File: src/rtl/whirlpool_stream2matrix.sv
// whirlpool_stream2matrix: gathers a 512-bit block from IN_W-bit beats into the 8x8 Whirlpool byte matrix.
module whirlpool_stream2matrix #(
  parameter int IN_W = 64,
  parameter int TRANSPOSE = 0
) (
  input  logic            clk,
  input  logic            rst,
  input  logic [0:IN_W-1] in_data,
  input  logic            in_valid,
  output logic            in_ready,
  input  logic            in_last,
  output logic [0:511]    out_matrix,
  output logic [6:0]      out_nbytes,
  output logic            out_valid,
  input  logic            out_ready
);
  localparam int BEATS = 512 / IN_W;
  localparam int NB = IN_W / 8;
  localparam int CW = BEATS > 1 ? $clog2(BEATS) : 1;
  typedef enum logic {FILL, FULL} state_t;
  state_t state, state_n;
  logic [0:511] fill_buf, placed;
  logic [CW-1:0] beat_cnt;
  logic [5:0] k, p;
  logic acc, close, ohs;
  logic [6:0] nb;
  assign acc = in_valid && in_ready;
  assign close = beat_cnt == CW'(BEATS - 1) || in_last;
  assign ohs = out_valid && out_ready;
  // beat_cnt is kept while FULL so the held block's byte count is still derivable
  assign nb = 7'((int'(beat_cnt) + 1) * NB);
  always_comb begin
    placed = fill_buf;
    k = '0;
    p = '0;
    for (int b = 0; b < NB; b++) begin
      k = 6'(int'(beat_cnt) * NB + b);
      p = TRANSPOSE != 0 ? {k[2:0], k[5:3]} : k;
      placed[8*p +: 8] = in_data[8*b +: 8];
    end
  end
  always_comb begin
    state_n = state;
    if (state == FILL)
      state_n = (acc && close && out_valid && !out_ready) ? FULL : FILL;
    else
      state_n = ohs ? FILL : FULL;
  end
  always_ff @(posedge clk) begin
    if (rst) begin
      state <= FILL;
      in_ready <= 1'b0;
      fill_buf <= '0;
      beat_cnt <= '0;
      out_matrix <= '0;
      out_nbytes <= '0;
      out_valid <= 1'b0;
    end else begin
      state <= state_n;
      in_ready <= state_n == FILL;
      if (ohs) out_valid <= 1'b0;
      if (state == FILL && acc) begin
        if (!close) begin
          fill_buf <= placed;
          beat_cnt <= beat_cnt + 1'b1;
        end else if (!out_valid || out_ready) begin
          out_matrix <= placed;
          out_nbytes <= nb;
          out_valid <= 1'b1;
          fill_buf <= '0;
          beat_cnt <= '0;
        end else begin
          fill_buf <= placed;
        end
      end else if (state == FULL && ohs) begin
        out_matrix <= fill_buf;
        out_nbytes <= nb;
        out_valid <= 1'b1;
        fill_buf <= '0;
        beat_cnt <= '0;
      end
    end
  end
endmodule
File: config.mk
export PLATFORM = sky130hd
export DESIGN_NAME = whirlpool_stream2matrix
export DESIGN_NICKNAME = d
export VERILOG_FILES = /design/src/rtl/whirlpool_stream2matrix.sv
export SDC_FILE = /design/constraint.sdc
export NUM_CORES = 2
export LEC_CHECK = 0
export CORE_MARGIN = 4
export CORE_UTILIZATION = 48
export DETAILED_ROUTE_END_ITERATION = 8
export PLACE_DENSITY = 0.73
export SKIP_LAST_GASP = 1
export SYNTH_ARGS = -nofsm -noshare
export SYNTH_HDL_FRONTEND = slang
export SYNTH_SLANG_ARGS = --single-unit
File: constraint.sdc
create_clock -name clk -period 2 [get_ports clk]
set_input_delay 0.2 -clock clk [delete_from_list [all_inputs] [get_ports clk]]
set_output_delay 0.2 -clock clk [all_outputs]
set_load 0.05 [all_outputs]
==> Flow_metrics.wiki <==
{| class="wikitable"
! Metric !! Value
|-
| Result of the run || complete, but fails checks
|-
| Violated checks || setup timing
|-
| Number of H-tree levels || 3
|-
| Clk pin slew, worst setup/hold paths || 0.07 ns
|-
| Layout overhead on the synthesized area || 48.2%
|-
| Path class of the lowest-slack min-delay path || input port to register
|-
| Average via count per standard cell || 6.88
|-
| Slew Limit Fails || 0
|-
| Area of the multi-input gates || 17300 sq um
|-
| Final cell utilization of the core || 0.718
|-
| Buffers added on ports || 586
|-
| Final Worst Setup Slack || -0.350 ns
|-
| Worst Hold End || fill_buf[508]
|-
| Stage delay of the slowest cell on the critical path || 0.89 ns
|-
| Count leader, synth || sky130_fd_sc_hd__dfxtp_1
|-
| Detailed-routing iteration count for the pre-antenna-repair pass || 8
|-
| Vias in the first global route || 36200
|-
| Hold Startpoint || in_data[60]
|-
| Headroom to the max-slew limit || 0.330
|-
| Number of enable flip-flop cells after synthesis || 0
|-
| Post-Syn Area per Cell || 10.3 sq um
|-
| Period utilisation layout || 1.17
|-
| Syn. warnings || 0
|-
| GRT Total Usage || 0.359
|-
| Root buf cell || sky130_fd_sc_hd__clkbuf_16
|-
| Final wirelength || 174 mm
|-
| Number of clock buffers inserted by TritonCTS || 102
|-
| R2R Path End || out_matrix[287]
|-
| Global route total overflow || 0
|-
| Sequential-to-total area share from yosys stat || 0.541
|-
| Maximum achievable frequency || 426 MHz
|-
| Critical-path cell with the highest stage delay || sky130_fd_sc_hd__clkdlybuf4s50_1
|-
| Number of unique standard cell types used by synthesis || 52
|-
| Detail-routed net length per standard cell || 30.9 um
|-
| Sum Neg Setup Slack || -155.59 ns
|-
| Minimum setup slack after placement || -0.461 ns
|-
| Pin slew with the least headroom to its limit || 1.00 ns
|-
| Number of placement rows || 103
|-
| Skew-Pair Late Insertion Delay || 0.66 ns
|-
| Fraction of synthesized cell area taken by the top area cell type || 0.541
|-
| LEAKAGE || 21.9 nW
|-
| Max-cap violation count || 0
|-
| Final-layout fill cell count || 5290
|-
| Weighted congestion at the end of routability-driven global placement || 0.871
|-
| Endpoints failing setup || 1406
|-
| Most used DFF post-synth || sky130_fd_sc_hd__dfxtp_1
|-
| Post-DRT Antenna Nets || 0
|-
| FFs w/ async S/R, synth || 0
|-
| Summed instance area of the synthesized netlist || 38300 sq um
|-
| Core region area || 79000 sq um
|-
| Power per cell area || 863 nW/um^2
|-
| Depth of the worst register-to-register path || 12
|-
| Post-detailed-route DRC marker count || 0
|-
| Violation count after the first detailed-routing iteration || 5362
|-
| Horizontal die dimension || 290 um
|-
| Worst Hold Slack || 0.395 ns
|-
| Flop and latch count out of synthesis || 1034
|-
| Peak supply drop || 0.000669 V
|-
| Dominant cells by area after synthesis || sky130_fd_sc_hd__dfxtp_1 54%, sky130_fd_sc_hd__a221oi_1 8.8%, sky130_fd_sc_hd__a22o_1 8.7%, sky130_fd_sc_hd__o2bb2ai_1 5.9%, sky130_fd_sc_hd__nor2_1 3.9%
|-
| RR Startpoint || beat_cnt[0]
|-
| Total half-perimeter wirelength after legalization and detailed placement || 96.6 mm
|-
| R2R Setup Slk || -0.30 ns
|-
| Total power || 48.9 mW
|-
| Delay-heaviest family, CP || buffers and inverters
|-
| Cell breakdown of the critical path || clkdlybuf4s50_1
|-
| Effective utilization at floorplan || 0.484
|-
| Number of buffers between clock root and the deepest sink || 3
|-
| Crit path buf inv count || 1
|-
| Unrepaired setup endpoints after global routing || yes
|-
| Largest clock skew in the final design || 0.0257 ns
|-
| Crit. End Element || output pin
|-
| FF/Latch Area || 20700 sq um
|-
| Cell count after synthesis || 3721
|-
| Floorplan die area || 84300 sq um
|-
| Start point of the critical path || out_matrix[126]
|-
| Largest net degree at the start of global routing || 173
|-
| Layout cells sized above 1 || 0.231
|-
| Tmin final || 2.35 ns
|-
| Initial antenna violation count || 5
|-
| Vias post-DR || 38700
|-
| Largest area contributor in the netlist || sky130_fd_sc_hd__dfxtp_1
|-
| Fin nets || 4571
|-
| Crit path DAT || 2.15 ns
|-
| Sort of element at the start of the critical path || register
|-
| Global-route wire length before repair || 236 mm
|-
| Cell depth of the worst hold path || 3
|-
| Number of placed I/O pins || 590
|-
| Synth cell count leaders || 1034 x sky130_fd_sc_hd__dfxtp_1, 398 x sky130_fd_sc_hd__nor2_1, 384 x sky130_fd_sc_hd__a221oi_1
|-
| Final hold violation count || 0
|-
| Maximum fanout count along the critical path || 2
|-
| Worst path required time || 1.80 ns
|-
| Clock sink count || 1034
|-
| Floorplan die height || 290 um
|-
| Kind of critical path || register to output pin
|-
| TritonCTS clock tree || built
|}
per-stage QoR:
step,cells,cell area (sq um)
CTS,5553,54300
global route,5624,56700
finish,5627,56700
floorplan,3723,38500
detailed placement,5277,48300
global placement,5277,48300
worst max path at each step:
stage	to	cells past startpoint
floorplan	fill_buf[128]	8
global placement	fill_buf[494]	7
detailed placement	fill_buf[487]	7
CTS	fill_buf[393]	10
global route	out_matrix[126]	1
finish	out_matrix[126]	1
flip-flops by register name (all words and copies together) (netlist names), named ones only:
name / flops
state: 1
in_ready: 1
beat_cnt: 3
out_matrix: 512
fill_buf: 512
out_nbytes: 4
report_power, final:
group          internal [mW]  switching [mW]
Sequential              21.2           0.475
Clock                   11.4            8.29
Combinational           2.78            4.80
Total                   35.4            13.6
cell type report:
cell class                 count  share of cell area
sequential                  1034               0.365
multi-input combinational   2217               0.306
timing repair buffer        1135               0.245
clock buffer                 155              0.0539
tap                         1050              0.0232
clock inverter                27             0.00605
inverter                       6            0.000574
antenna                        3            0.000132
cells in the final DEF, fill, tap and decap left out, types with 11 or more instances in the layout:
cell,instances
sky130_fd_sc_hd__a221oi_1,326
sky130_fd_sc_hd__a221oi_2,43
sky130_fd_sc_hd__a221oi_4,15
sky130_fd_sc_hd__a22o_1,375
sky130_fd_sc_hd__buf_12,142
sky130_fd_sc_hd__buf_16,42
sky130_fd_sc_hd__buf_4,274
sky130_fd_sc_hd__buf_6,36
sky130_fd_sc_hd__buf_8,14
sky130_fd_sc_hd__clkbuf_1,25
sky130_fd_sc_hd__clkbuf_16,152
sky130_fd_sc_hd__clkbuf_8,26
sky130_fd_sc_hd__clkdlybuf4s50_1,565
sky130_fd_sc_hd__clkinv_2,14
sky130_fd_sc_hd__dfxtp_1,1028
sky130_fd_sc_hd__nand2_1,73
sky130_fd_sc_hd__nor2_1,387
sky130_fd_sc_hd__nor2_4,11
sky130_fd_sc_hd__nor3_1,126
sky130_fd_sc_hd__o21a_1,126
sky130_fd_sc_hd__o21ai_0,250
sky130_fd_sc_hd__o221a_2,112
sky130_fd_sc_hd__o221a_4,14
sky130_fd_sc_hd__o2bb2ai_1,181
sky130_fd_sc_hd__o2bb2ai_2,66
cells by family after synthesis:
kind of cell	after synthesis	share of synthesized area
DFF	1034	0.541
buffers and inverters	473	0.0504
muxes	1	0.000262
and+or+nand+nor	640	0.0703
AOI/OAI and AO/OA	1566	0.336
adders and majority gates	6	0.00196
other	1	0.0000980
routing by layer:
layer | routed length, um | part of all wire | vias up | global-route usage
met5 | 41 | 0.00024 | - | 0
met4 | 12100 | 0.069 | 6 | 0.199
met3 | 20700 | 0.12 | 746 | 0.0770
met1 | 65400 | 0.38 | 18800 | 0.470
met2 | 75800 | 0.44 | 3128 | 0.553
li1 | - | - | 16000 | -
repair_timing:
item	in CTS	in global routing
hold endpoints to repair	4	0
setup endpoints to repair	1503	1508
hold buffers	1	0
buffers inserted	56	36
resized for setup	142	209
gates cloned	41	55
pin swaps	41	55
(Power assumes the default switching activity.)
